File: src/rtl/imu_bias_cal.sv
// imu_bias_cal: estimates a static gyro bias per axis by averaging 2^NUM_CAL_LOG2 samples
// after an initial settle period, then streams bias-corrected, saturated gyro data and a
// registered copy of the accel data with a one-cycle valid strobe.
// Optional feature: define IMU_BIAS_DEADBAND_EN to zero corrected gyro values whose
// magnitude is at most DEADBAND.
module imu_bias_cal #(
  parameter int unsigned NUM_CAL_LOG2   = 6,
  parameter int unsigned SETTLE_SAMPLES = 8,
  parameter int unsigned DEADBAND       = 4
) (
  input  logic               clk,
  input  logic               rst_n,
  input  logic               in_valid,
  input  logic signed [15:0] accel_x_in,
  input  logic signed [15:0] accel_y_in,
  input  logic signed [15:0] accel_z_in,
  input  logic signed [15:0] gyro_x_in,
  input  logic signed [15:0] gyro_y_in,
  input  logic signed [15:0] gyro_z_in,
  input  logic               recal,
  output logic               out_valid,
  output logic signed [15:0] accel_x_out,
  output logic signed [15:0] accel_y_out,
  output logic signed [15:0] accel_z_out,
  output logic signed [15:0] gyro_x_out,
  output logic signed [15:0] gyro_y_out,
  output logic signed [15:0] gyro_z_out,
  output logic               cal_busy,
  output logic               cal_done
);

  localparam int unsigned NumCal = 2 ** NUM_CAL_LOG2;
  localparam int unsigned CntMax = (SETTLE_SAMPLES > NumCal) ? SETTLE_SAMPLES : NumCal;
  localparam int unsigned CntW   = $clog2(CntMax + 1);
  localparam int unsigned AccW   = 16 + NUM_CAL_LOG2;
  localparam int          Db     = int'(DEADBAND);
  // Unused when SETTLE_SAMPLES is 0: the settle phase then ends unconditionally.
  localparam logic [CntW-1:0] SettleLast = CntW'(SETTLE_SAMPLES - 1);
  localparam logic [CntW-1:0] AccumLast  = CntW'(NumCal - 1);

`ifdef IMU_BIAS_DEADBAND_EN
  localparam bit DeadbandEn = 1'b1;
`else
  localparam bit DeadbandEn = 1'b0;
`endif

  typedef enum logic [1:0] {StSettle, StAccum, StRun} state_e;

  state_e r_state;
  state_e w_state_next;

  logic [CntW-1:0]        r_cnt;
  logic signed [AccW-1:0] r_acc  [3];
  logic signed [15:0]     r_bias [3];

  logic signed [15:0]     w_gyro [3];
  logic signed [15:0]     w_accel[3];
  logic signed [AccW-1:0] w_sum  [3];
  logic signed [16:0]     w_diff [3];
  logic signed [15:0]     w_corr [3];
  logic signed [15:0]     r_gyro_out [3];
  logic signed [15:0]     r_accel_out[3];
  logic                   r_out_valid;

  logic w_sample;
  logic w_settle_end;
  logic w_accum_end;

  // Zero corrected values inside the deadband when the feature is built in.
  function automatic logic signed [15:0] f_deadband(input logic signed [15:0] v);
    int vi;
    vi = int'(v);
    if (DeadbandEn && (vi <= Db) && (vi >= -Db)) begin
      return '0;
    end
    return v;
  endfunction

  assign w_gyro[0]  = gyro_x_in;
  assign w_gyro[1]  = gyro_y_in;
  assign w_gyro[2]  = gyro_z_in;
  assign w_accel[0] = accel_x_in;
  assign w_accel[1] = accel_y_in;
  assign w_accel[2] = accel_z_in;

  // recal wins over a coincident strobe, so such a sample is never consumed.
  assign w_sample     = in_valid & ~recal;
  assign w_settle_end = (SETTLE_SAMPLES == 0) || (w_sample && (r_cnt == SettleLast));
  assign w_accum_end  = w_sample && (r_cnt == AccumLast);

  // Per-axis accumulate, average and saturating bias correction.
  always_comb begin
    for (int i = 0; i < 3; i++) begin
      w_sum[i]  = r_acc[i] + $signed({{NUM_CAL_LOG2{w_gyro[i][15]}}, w_gyro[i]});
      w_diff[i] = $signed({w_gyro[i][15], w_gyro[i]}) - $signed({r_bias[i][15], r_bias[i]});
      if (w_diff[i][16] != w_diff[i][15]) begin
        w_corr[i] = w_diff[i][16] ? 16'sh8000 : 16'sh7fff;
      end else begin
        w_corr[i] = w_diff[i][15:0];
      end
      w_corr[i] = f_deadband(w_corr[i]);
    end
  end

  // State register.
  always_ff @(posedge clk or negedge rst_n) begin
    if (!rst_n) begin
      r_state <= StSettle;
    end else begin
      r_state <= w_state_next;
    end
  end

  // Next-state logic; recal restarts calibration from any state.
  always_comb begin
    w_state_next = r_state;
    if (recal) begin
      w_state_next = StSettle;
    end else begin
      unique case (r_state)
        StSettle: if (w_settle_end) w_state_next = StAccum;
        StAccum:  if (w_accum_end) w_state_next = StRun;
        StRun:    w_state_next = StRun;
        default:  w_state_next = StSettle;
      endcase
    end
  end

  // Status outputs decoded from the state.
  always_comb begin
    cal_busy = 1'b1;
    cal_done = 1'b0;
    unique case (r_state)
      StRun:   begin cal_busy = 1'b0; cal_done = 1'b1; end
      default: begin cal_busy = 1'b1; cal_done = 1'b0; end
    endcase
  end

  // Sample counter, accumulators and latched bias.
  always_ff @(posedge clk or negedge rst_n) begin
    if (!rst_n) begin
      r_cnt <= '0;
      for (int i = 0; i < 3; i++) begin
        r_acc[i]  <= '0;
        r_bias[i] <= '0;
      end
    end else if (recal) begin
      // Bias survives a recal until the next accumulation completes.
      r_cnt <= '0;
      for (int i = 0; i < 3; i++) r_acc[i] <= '0;
    end else begin
      unique case (r_state)
        StSettle: begin
          if (w_settle_end) begin
            r_cnt <= '0;
          end else if (w_sample) begin
            r_cnt <= r_cnt + 1'b1;
          end
        end
        StAccum: begin
          if (w_accum_end) begin
            r_cnt <= '0;
            for (int i = 0; i < 3; i++) begin
              r_acc[i]  <= '0;
              // Upper bits of the full sum are the floor of the average.
              r_bias[i] <= w_sum[i][AccW-1:NUM_CAL_LOG2];
            end
          end else if (w_sample) begin
            r_cnt <= r_cnt + 1'b1;
            for (int i = 0; i < 3; i++) r_acc[i] <= w_sum[i];
          end
        end
        default: begin
          r_cnt <= r_cnt;
        end
      endcase
    end
  end

  // Output registers: updated only on accepted samples in the run state.
  always_ff @(posedge clk or negedge rst_n) begin
    if (!rst_n) begin
      r_out_valid <= 1'b0;
      for (int i = 0; i < 3; i++) begin
        r_gyro_out[i]  <= '0;
        r_accel_out[i] <= '0;
      end
    end else begin
      r_out_valid <= w_sample && (r_state == StRun);
      if (w_sample && (r_state == StRun)) begin
        for (int i = 0; i < 3; i++) begin
          r_gyro_out[i]  <= w_corr[i];
          r_accel_out[i] <= w_accel[i];
        end
      end
    end
  end

  assign out_valid   = r_out_valid;
  assign accel_x_out = r_accel_out[0];
  assign accel_y_out = r_accel_out[1];
  assign accel_z_out = r_accel_out[2];
  assign gyro_x_out  = r_gyro_out[0];
  assign gyro_y_out  = r_gyro_out[1];
  assign gyro_z_out  = r_gyro_out[2];

endmodule
File: config.mk
export PLATFORM = sky130hd
export DESIGN_NAME = imu_bias_cal
export DESIGN_NICKNAME = d
export VERILOG_FILES = /design/src/rtl/imu_bias_cal.sv
export SDC_FILE = /design/constraint.sdc
export NUM_CORES = 1
export LEC_CHECK = 0
export CAP_MARGIN = 30
export CORE_MARGIN = 4
export CORE_UTILIZATION = 56
export CTS_CLUSTER_SIZE = 25
export DETAILED_ROUTE_END_ITERATION = 6
export PLACE_DENSITY_LB_ADDON = 0.2
export SLEW_MARGIN = 20
export SYNTH_ARGS = -nofsm -noshare
export SYNTH_HDL_FRONTEND = slang
export SYNTH_SLANG_ARGS = --single-unit
File: constraint.sdc
create_clock -name clk -period 4 [get_ports clk]
set_clock_uncertainty 0.05 [all_clocks]
set_input_delay 0.4 -clock clk [delete_from_list [all_inputs] [get_ports clk]]
set_output_delay 0.4 -clock clk [all_outputs]
set_load 0.05 [all_outputs]
Word-level counts from Yosys, hierarchy flattened
Index checks and enable logic that the tools add are counted.
{"block": "classes", "add_sub_neg": 7, "n_eq_ne": 9, "muxes": 21, "bitwise": 2, "n_reduce_logical": 10}
{"operator": "66-bit two-way mux", "count": 4}
{"operator": "16-bit two-way mux", "count": 6}
{"operator": "22-bit by 16-bit adder with 22-bit output", "count": 3}
{"operator": "16-bit by 16-bit subtractor with 17-bit output", "count": 3}
{"operator": "7-bit two-way mux", "count": 4}
{"operator": "7-bit one-hot mux with 2 select lines", "count": 1}
{"operator": "7-bit by 1-bit adder with 7-bit output (second input constant)", "count": 1}
{"operator": "7-bit by 3-bit equality test with 1-bit output (second input constant)", "count": 1}
{"operator": "7-bit by 6-bit equality test with 1-bit output (second input constant)", "count": 1}
{"operator": "2-bit two-way mux", "count": 3}
{"operator": "3-bit != test (second input constant)", "count": 2}
{"operator": "2-bit one-hot mux with 3 select lines", "count": 1}
{"operator": "3-bit nonzero test", "count": 2}
{"operator": "2-bit AND reduction", "count": 2}
{"operator": "1-bit logical AND", "count": 3}
{"operator": "1-bit != test", "count": 3}
{"operator": "3-bit AND reduction", "count": 1}
{"operator": "2-bit by 1-bit equality test with 1-bit output (second input constant)", "count": 1}
{"operator": "2-bit equality test (second input constant)", "count": 1}
{"operator": "2-bit zero test", "count": 1}
{"operator": "1-bit two-way mux", "count": 2}
{"operator": "2-bit nonzero test", "count": 1}
{"operator": "1-bit AND", "count": 1}
{"operator": "1-bit NOT", "count": 1}
{"block": "totals", "regBits": 220, "inputBits": 100, "output_inout_bits": 99, "word_cells": 64}

Depth between registers and ports, before layout
Gate-level depths: netlist of run 1.
{"block": "depth", "word_depth": 6, "ltp_mapped": 13, "ltp_nobuf": 12}

Worst setup path after synthesis of run 1
OpenSTA, ideal clock, no wires.
{"block": "synth_path", "kind": "in2reg", "startpoint": "input port gyro_z_in[0]", "endpoint": "register r_gyro_out, in the netlist gyro_z_out[14]", "setup_time_ns": 0.121, "arrival_time_ns": 2.786, "required_time_ns": 3.829, "path_slack_ns": 1.043, "path_stages": 13, "path_buffers": 1, "cell_sequence": "inv_1 ha_1 inv_1 fa_1 a211oi_1 nor2_1 o211ai_1 a31oi_1 and2_1 o41ai_4 buf_4 a21oi_2 a22o_1"}
{"block": "synth_between", "elab_chain_len": 3, "elab_cells_between_ends": 4, "classes_between": "1 x add/sub; 1 x eq/ne; 2 x mux"}
{"element": "start: declaration", "line_no": "19", "source": "input logic signed [15:0] gyro_z_in,"}
{"element": "16-bit by 16-bit subtractor with 17-bit output (*)", "line_no": "95", "source": "w_diff[i] = $signed({w_gyro[i][15], w_gyro[i]}) - $signed({r_bias[i][15], r_bias[i]});"}
{"element": "16-bit two-way mux / 1-bit != test (equally long branches)", "line_no": "97, 96"}
{"element": "16-bit two-way mux (*)", "line_no": "96", "source": "if (w_diff[i][16] != w_diff[i][15]) begin"}
{"element": "end signal: indexed assignment", "line_no": "192", "source": "r_gyro_out[i] <= w_corr[i];"}
{"element": "end: declaration", "line_no": "61", "source": "logic signed [15:0] r_gyro_out [3];"}
Mark *: on every way between the ends. The rest lies on a longest branch, timed or not.
A chain may end at the register's enable or synchronous reset.

Final worst setup path of run 1
{"block": "layout_path", "startpoint": "register r_acc[0] (netlist bit)", "endpoint": "register r_bias[8] (netlist bit)"}
{"block": "layout_between", "elab_chain_len": 1}
{"element": "start: declaration", "line_no": "53", "source": "logic signed [AccW-1:0] r_acc [3];"}
{"element": "start signal: indexed assignment", "line_no": "144", "source": "r_acc[i] <= '0;"}
{"element": "start signal: indexed assignment", "line_no": "164", "source": "r_acc[i] <= '0;"}
{"element": "22-bit by 16-bit adder with 22-bit output", "line_no": "94", "source": "w_sum[i] = r_acc[i] + $signed({{NUM_CAL_LOG2{w_gyro[i][15]}}, w_gyro[i]});"}
{"element": "end signal: indexed assignment", "line_no": "166", "source": "r_bias[i] <= w_sum[i][AccW-1:NUM_CAL_LOG2];"}
{"element": "end: declaration", "line_no": "54", "source": "logic signed [15:0] r_bias [3];"}
Every way passes these cells.

==> impl_metrics.yaml, run 1 <==
synth:
  synth_area_per_cell_um2: 9.67
  yosysUniqueCellTypes: 74
  yosysSeqAreaShare: 0.395
  synth_area_leaders: "dfrtp_1 39%, ha_1 10%, mux2_2 5.0%, o21ai_0 4.9%, nand2_1 3.8%"
  syn_area_um2: 14000
  synth-async-reset-ratio: 1.00
  syn-num-nets: 1665
  yosys_most_used_dff: "dfrtp_1"
  yosys_register_bits: 220
  ys_warn_count: 0
  syn-instance-count: 1443
  synth_top_area_frac: 0.395
  synth-edff-count: 0
  synth_top_area_cell: "dfrtp_1"
cts:
  clkTransAtPathRegs_ns: 0.06
  cts.repair.resized: 0
  clk_latency_ns: 0.52
  post_cts_buffers: 0
  cts_buffers: 25
  clock_path_buffers: 3
  cts_htree_levels: 1
  cts_root_buffer: "clkbuf_16"
  cts_tree: "built"
  clock-sinks: 220
worst_setup_path:
  slowest_delay_ns: 0.43
  crit_slowest_cell: "a2111oi_2"
  cp-start-kind: "register"
  crit_arrival_ns: 3.53
  criticalPathCategory: "register to register"
  cp.required_ns: 4.35
  endpoint_kind: "register"
  cp_common_cell: "a21o_1"
  path_cells: "ha_1, fa_1, a21o_1, a21o_1, a2111oi_2, o31ai_1, a31oi_1, o21bai_1, xor2_1, mux2_2"
  worstPathMaxFanout: 4
final_layout:
  layout-drive-gt1-share: 0.0942
  instances_no_fill: 1980
  fin_nets: 1862
  final_common_cell: "dfrtp_1"
  antenna_cells: 0
  utilization: 0.703
  fillers: 1870
  area_growth_pct: 22.9
  final_cell_mix: "220 x dfrtp_1, 197 x clkdlybuf4s50_1, 142 x nand2_1"
job:
  cap_violations: 0
sta:
  rsz0062_at_grt: "false"
  fin_tns_setup_ns: 0
  setup_viol: 0
  setup_ws_ns: 0.820
  fin_crit_ns: 3.18
  holdWs_ns: 0.432
  hold_viol: 0
  slew_violations: 0
  max_freq_ghz: 0.314
  relSlewSlack: 0.475
  worstMarginPinSlew_ns: 0.788
  period_share: 0.795
floorplan:
  die_w_um: 166
  start_util: 0.572
  ioPinCount: 199
  die_area_um2: 27500
  fp.coreArea_um2: 24400
  fp.dieH_um: 166
  row_count: 57
placed_design:
  preCtsSetupSlack_ns: 0.339
  port_buffers: 198
  hpwl_um: 26400
  gp_congestion: 0.899
  dpl.cell_count: 1935
run_status:
  status: "complete, no violations"
detailed_routing:
  drt_iter0_drc: 663
  num_vias: 11635
  detail_route.wirelength_um: 35200
  first_pass_iters: 7
  vias_per_cell: 5.88
  wl_per_cell_um: 17.8
  drc: 0
  postRouteAntennaNets: 0
global_routing:
  antenna_found_initial: 0
  grt.overflow.total: 0
  grt_pass1_wl_um: 58800
  first_global_vias: 11549
  grt_max_degree: 104
  grt_use_total: 0.251
power_and_ir_drop:
  p_leak_uw: 0.00798
  p_per_area_nw_per_um2: 296
  ir_drop_mv: 0.262
worst_hold_path:
  hp-class: "register to register"
cell type report:
type	instances	area [um^2]	share of cell area
flip-flops and latches	220	5510	0.321
repair buffers	221	2190	0.128
multi-input cells	1098	7970	0.465
clock buffers	34	719	0.0420
inverters	74	278	0.0162
well taps	324	405	0.0236
clock inverters	9	85.1	0.00496
timing repair:
action,CTS,global route
endpoints found under the hold margin,100,0
hold buffers,1,0
setup endpoints to repair,0,0
registers in the layout, indices dropped and copies added (netlist names):
signal	count
r_acc	66
r_bias	48
accel_x_out	16
accel_y_out	16
accel_z_out	16
gyro_x_out	16
gyro_y_out	16
gyro_z_out	16
r_cnt	7
r_state	2
out_valid	1
worst paths after layout:
kind / startpoint / to / slack [ns] / cells after the start
setup / recovery: r_acc[0] / r_bias[8] / 0.82 / 10
min in group asynchronous: rst_n / gyro_z_out[1] / 0.48 / 2
hold / removal: gyro_y_out[11] / gyro_y_out[11] / 0.43 / 2
hold reg to reg: gyro_y_out[11] / gyro_y_out[11] / 0.43 / 2
max in group asynchronous: rst_n / gyro_x_out[4] / 2.39 / 3
setup reg to reg: r_acc[0] / r_bias[8] / 0.82 / 10
through the flow:
step                      total power [uW]  area, um^2
after floorplan                       2640       14000
after global placement                2880       16300
after detailed placement              2890       16300
after CTS                             5140       17100
after global routing                  5300       17100
final                                 5080       17100
cells by family (layout without fill, tap and decap cells):
kind of cell,after synthesis,after routing,synth area share
multiplexers,68,68,0.0543
AND/OR/NAND/NOR,355,355,0.118
AO/OA/AOI/OAI,452,452,0.220
XOR/XNOR,89,89,0.0559
buffers and inverters,125,338,0.0360
flip-flops,220,220,0.395
adder cells (fa/ha/maj),134,134,0.121
cell usage after synthesis, drive strengths merged (17+ instances only):
library cell and number:
a22o 59, xor2 32, xnor2 57, dfrtp 220, buf 19, mux2 62
inv 74, nor3 23, nor2 75, a21oi 91, nand3 24, ha 116
o21ai 139, a21o 37, nand2 143, clkbuf 32, o21a 17
power by group:
group	switching [uW]	leakage [uW]	total, uW	internal, uW
registers	2.98	0.00297	2230	2230
clock network	904	0.000389	2220	1320
logic	351	0.00462	626	275
worst max-delay path: cells and delay by family, from the launching register on:
family	cells	cell delay, ns
XOR/XNOR	1	0.16
adder cells (fa/ha/maj)	2	0.63
AO/OA/AOI/OAI	6	1.58
multiplexers	1	0.27
flip-flops	1	0.38
layer usage:
layer | GRT usage | wire length (um) | up-vias
met4 | 0.0585 | 727 | 0
met5 | 0 | 0 | -
li1 | - | - | 5657
met1 | 0.337 | 15700 | 5599
met2 | 0.431 | 16900 | 325
met3 | 0.0388 | 1930 | 54
Power figures use the tool's default switching activity.
==> run 2: changes to the inputs <==
Clock period 4 ns to 3.2 ns, I/O delays scaled along.
==> run 2 against run 1 <==
Against the previous run: sequential share of layout area shrank 0.87 points; wire length grew 1.2%; sequential power grew 25%; critical path type unchanged; first-iteration DRC count shrank 5.6%; register-to-register slack lost 0.68 ns; combinational power grew 34%; critical endpoint is now r_acc[42]; largest power group unchanged; final cell count grew 3.0%; critical path depth is the same; global-route usage is essentially flat; fmax grew 3.8%.
==> impl_metrics.yaml, run 2 (synthesized netlist as in run 1, its figures left out) <==
global_routing:
  grt_pass1_wl_um: 58900
  first_global_vias: 11758
  grt_use_total: 0.251
  grt_max_degree: 82
  antenna_found_initial: 0
  grt.overflow.total: 0
final_layout:
  stdcell_area_um2: 17600
  area_growth_pct: 26.3
  reg.largest.list: "r_acc (66), r_bias (48)"
  layout-drive-gt1-share: 0.128
  final_common_cell: "dfrtp_1"
  final_cell_mix: "220 x dfrtp_1, 197 x clkdlybuf4s50_1, 142 x nand2_1"
  largest_reg_flops: 66
  instances_no_fill: 2039
  fin_nets: 1922
  antenna_cells: 0
  fillers: 1882
  top_register: "r_acc"
power_and_ir_drop:
  ir_drop_mv: 0.267
  p_per_area_nw_per_um2: 352
  p_total_uw: 6200
  p_leak_uw: 0.00826
detailed_routing:
  wl_per_cell_um: 17.5
  drt_iter0_drc: 626
  detail_route.wirelength_um: 35600
  postRouteAntennaNets: 0
  drc: 0
  vias_per_cell: 5.82
  num_vias: 11871
  first_pass_iters: 5
placed_design:
  port_buffers: 198
  gp_congestion: 0.915
  dpl-instance-area_um2: 16800
  dpl.cell_count: 1998
  hpwl_um: 27100
cts:
  cts_htree_levels: 1
  clock_path_buffers: 3
  cts_buffers: 23
  clock-sinks: 220
  clk_latency_ns: 0.50
  clkTransAtPathRegs_ns: 0.06
  cts_root_buffer: "clkbuf_16"
  post_cts_buffers: 0
  cts_tree: "built"
worst_setup_path:
  crit_arrival_ns: 3.38
  cp.required_ns: 3.52
  cp-start-kind: "register"
  endpoint_kind: "register"
  worstPathMaxFanout: 3
  criticalPathCategory: "register to register"
  r2r_setup_slack_ns: 0.14
sta:
  max_freq_ghz: 0.326
  relSlewSlack: 0.572
  rsz0062_at_grt: "true"
  hold_viol: 0
  fin_tns_setup_ns: 0
  slew_violations: 0
  worstMarginPinSlew_ns: 0.642
  fin_crit_ns: 3.06
  period_share: 0.958
  setup_viol: 0
floorplan:
  start_util: 0.572
  die_area_um2: 27500
  fp.dieH_um: 166
  fp.coreArea_um2: 24400
  die_w_um: 166
  ioPinCount: 199
  row_count: 57
run_status:
  status: "complete, no violations"
worst_hold_path:
  hp-class: "primary input to asynchronous set/reset pin"
job:
  cap_violations: 0
run 2: final timing paths:
| check | start | to | cells past startpoint |
|---|---|---|---|
| min reg2reg | gyro_y_out[15] | gyro_y_out[15] | 2 |
| max reg2reg | r_acc[22] | r_acc[42] | 10 |
| max | r_acc[22] | r_acc[42] | 10 |
| min in group clk | accel_z_in[14] | accel_z_out[14] | 2 |
| max in group asynchronous | rst_n | gyro_x_out[8] | 3 |
| min | rst_n | r_acc[35] | 2 |
run 2: per-layer routing:
metal  share of wire  track usage
met5               0            0
met4           0.028       0.0714
met3           0.058       0.0455
met2            0.47        0.431
met1            0.44        0.327
run 2: power by group:
group	switching (uW)	internal, uW
sequential	3.22	2790
combinational	454	387
clock	1090	1470
run 2: area by class of cell:
cell class | instances | area, um^2 | share of cell area
clock buffers | 28 | 624 | 0.0354
clock inverters | 12 | 101 | 0.00575
inverters | 74 | 278 | 0.0158
multi-input cells | 1098 | 8010 | 0.454
flip-flops and latches | 220 | 5510 | 0.312
well taps | 324 | 405 | 0.0230
repair buffers | 283 | 2700 | 0.153
run 2: metrics by stage:
step,setup WS (ns),utilization,hold WS (ns)
after detailed placement,-0.344,0.691,0.284
after floorplan,0.323,-,-0.0256
after global placement,-0.285,0.690,0.280
after global routing,-0.0489,0.723,0.373
after CTS,0.0116,0.721,0.339
final,0.135,0.723,0.325
run 2: critical path: stages, from the launching register on:
cell and delay (ns):
dfrtp_1 0.39, ha_1 0.22, fa_1 0.42, a21o_1 0.24
a221oi_4 0.31, a2111oi_1 0.16, o31ai_1 0.41, a22oi_2 0.15
a311oi_2 0.29, xor2_1 0.20, o21ai_0 0.09
run 2: timing repair:
action	CTS	global route
endpoints found under the setup margin	0	13
hold endpoints to repair	70	0
gates resized for setup	0	5
hold buffers	1	0
==> run 3: changes to the inputs <==
Settings changed: CTS_BUF_LIST set to sky130_fd_sc_hd__clkbuf_16.
==> run 3 against run 2 <==
Against the previous run: non-clock buffer count increased by 1; first-iteration DRC count decreased by 7.2%; critical path depth increased by 1; global-route usage increased by 0.095 points; register-to-register slack got worse by 0.02 ns; sequential share of layout area about the same; sequential power about the same; core utilization decreased by 0.092 points; clock-buffer cell count decreased by 5; clock power decreased by 3%; die area unchanged.
==> impl_metrics.yaml, run 3 (synthesized netlist as in run 1, its figures left out) <==
cts:
  clock-sinks: 220
  cts_htree_levels: 1
  cts_buffers: 23
  cts_root_buffer: "clkbuf_16"
  cts_tree: "built"
  clk_latency_ns: 0.50
  clock_path_buffers: 3
  clkTransAtPathRegs_ns: 0.06
detailed_routing:
  drc: 0
  drt_iter0_drc: 581
  first_pass_iters: 5
  detail_route.wirelength_um: 35800
  wl_per_cell_um: 17.6
  postRouteAntennaNets: 0
  vias_per_cell: 5.83
  num_vias: 11887
sta:
  period_share: 0.963
  slew_violations: 0
  setup_viol: 0
  setup_ws_ns: 0.119
  fin_tns_setup_ns: 0
  relSlewSlack: 0.583
  max_freq_ghz: 0.325
  worstMarginPinSlew_ns: 0.625
  hold_viol: 0
  fin_crit_ns: 3.08
global_routing:
  grt_max_degree: 82
  grt_pass1_wl_um: 59100
  grt.overflow.total: 0
  grt_use_total: 0.252
  antenna_found_initial: 0
  first_global_vias: 11733
worst_setup_path:
  cp.depth: 11
  r2r_setup_slack_ns: 0.12
  cp.required_ns: 3.52
  worstReg2RegEnd: "r_acc[42]"
  startpoint: "r_acc[22]"
  crit_slowest_cell: "fa_1"
  endpoint_kind: "register"
  crit_end: "r_acc[42]"
  rr_startpoint: "r_acc[22]"
  worstPathMaxFanout: 3
  cp-start-kind: "register"
  path_buf_inv: 1
  criticalPathCategory: "register to register"
  crit_arrival_ns: 3.40
  path_cells: "ha_1, fa_1, a21o_1, a221oi_4, a2111oi_1, o31ai_1, buf_4, a22oi_2, a311oi_2, xor2_1, o21ai_0"
  r2r_cells: 11
  slowest_delay_ns: 0.42
  critPathTopFamily: "compound AO/OA/AOI/OAI gates"
placed_design:
  port_buffers: 198
  dpl.cell_count: 1998
  hpwl_um: 27100
  preCtsSetupSlack_ns: -0.344
  dpl-instance-area_um2: 16800
  gp_congestion: 0.915
floorplan:
  fp.dieH_um: 166
  die_w_um: 166
  fp.coreArea_um2: 24400
  start_util: 0.572
  ioPinCount: 199
  row_count: 57
  die_area_um2: 27500
job:
  cap_violations: 0
power_and_ir_drop:
  power_switching_uw: 1560
  combPwrFrac: 0.137
  clock_power_share: 0.407
  p_leak_uw: 0.00826
  p_per_area_nw_per_um2: 348
  sw_frac_of_total: 0.254
  p_total_uw: 6120
  p_int_uw: 4570
  ir_drop_mv: 0.267
  seq_power_share: 0.455
final_layout:
  antenna_cells: 0
  reg.largest.list: "r_acc (66), r_bias (48)"
  final_cell_mix: "220 x dfrtp_1, 197 x clkdlybuf4s50_1, 142 x nand2_1"
  instances_no_fill: 2040
  final_common_cell: "dfrtp_1"
  stdcell_area_um2: 17600
  fin_nets: 1923
  largest_reg_flops: 66
  top_register: "r_acc"
  fillers: 1882
  layout-drive-gt1-share: 0.126
  area_growth_pct: 26.2
worst_hold_path:
  hp-class: "primary input to asynchronous set/reset pin"
run_status:
  status: "complete, no violations"
run 3: cell count changes in the layout (fill, tap and decap cells not counted):
| cell | delta |
|---|---|
| inv_1 | +2 |
| clkbuf_1 | -2 |
| clkbuf_8 | -3 |
| buf_4 | +1 |
| clkinv_1 | +3 |
run 3: layout make-up:
type | count | area, um^2 | share of cell area
Tap cell | 324 | 405 | 0.0230
Sequential cell | 220 | 5510 | 0.313
Inverter | 74 | 278 | 0.0158
Timing Repair Buffer | 284 | 2710 | 0.154
Clock inverter | 17 | 120 | 0.00682
Clock buffer | 23 | 576 | 0.0327
Multi-Input combinational cell | 1098 | 8010 | 0.455
run 3: per-layer routing:
metal / track usage / share of wire / wire (um) / vias to the layer above
met1: 0.328 / 0.44 / 15700 / 5691
met4: 0.0710 / 0.028 / 993 / 0
met2: 0.434 / 0.48 / 17100 / 357
met3: 0.0443 / 0.058 / 2080 / 77
li1: - / - / - / 5762
met5: 0 / 0 / 0 / -
run 3: power by group through the flow:
stage / sequential (uW) / combinational [uW] / clock (uW)
2_1_floorplan: 2840 / 455 / 0
3_3_place_gp: 2840 / 812 / 0
3_5_place_dp: 2840 / 832 / 0
4_1_cts: 2790 / 839 / 2550
5_1_grt: 2790 / 927 / 2660
6_report: 2790 / 841 / 2490
run 3: how the worst min path moves through the flow:
stage                              start              end  slack [ns]  cells after the start
after floorplan                    rst_n   accel_x_out[0]       -0.03                      0
after global placement             rst_n        r_acc[26]        0.28                      1
after detailed placement           rst_n        r_acc[25]        0.28                      1
after CTS                          rst_n        r_acc[35]        0.34                      2
after global routing      accel_z_in[12]  accel_z_out[12]        0.37                      2
final                              rst_n        r_acc[35]        0.32                      2
run 3: per-stage QoR:
stage / hold slack, ns / utilization
finish: 0.322 / 0.722
global route: 0.371 / 0.722
CTS: 0.338 / 0.720
detailed placement: 0.284 / 0.691
global placement: 0.280 / 0.690
floorplan: -0.0256 / -
run 3: repair_timing:
item / 4_1_cts / 5_1_grt
hold endpoints to repair: 70 / 0
setup endpoints to repair: 0 / 13
hold buffers: 1 / 0
gates resized for setup: 0 / 5
buffers inserted: 0 / 1
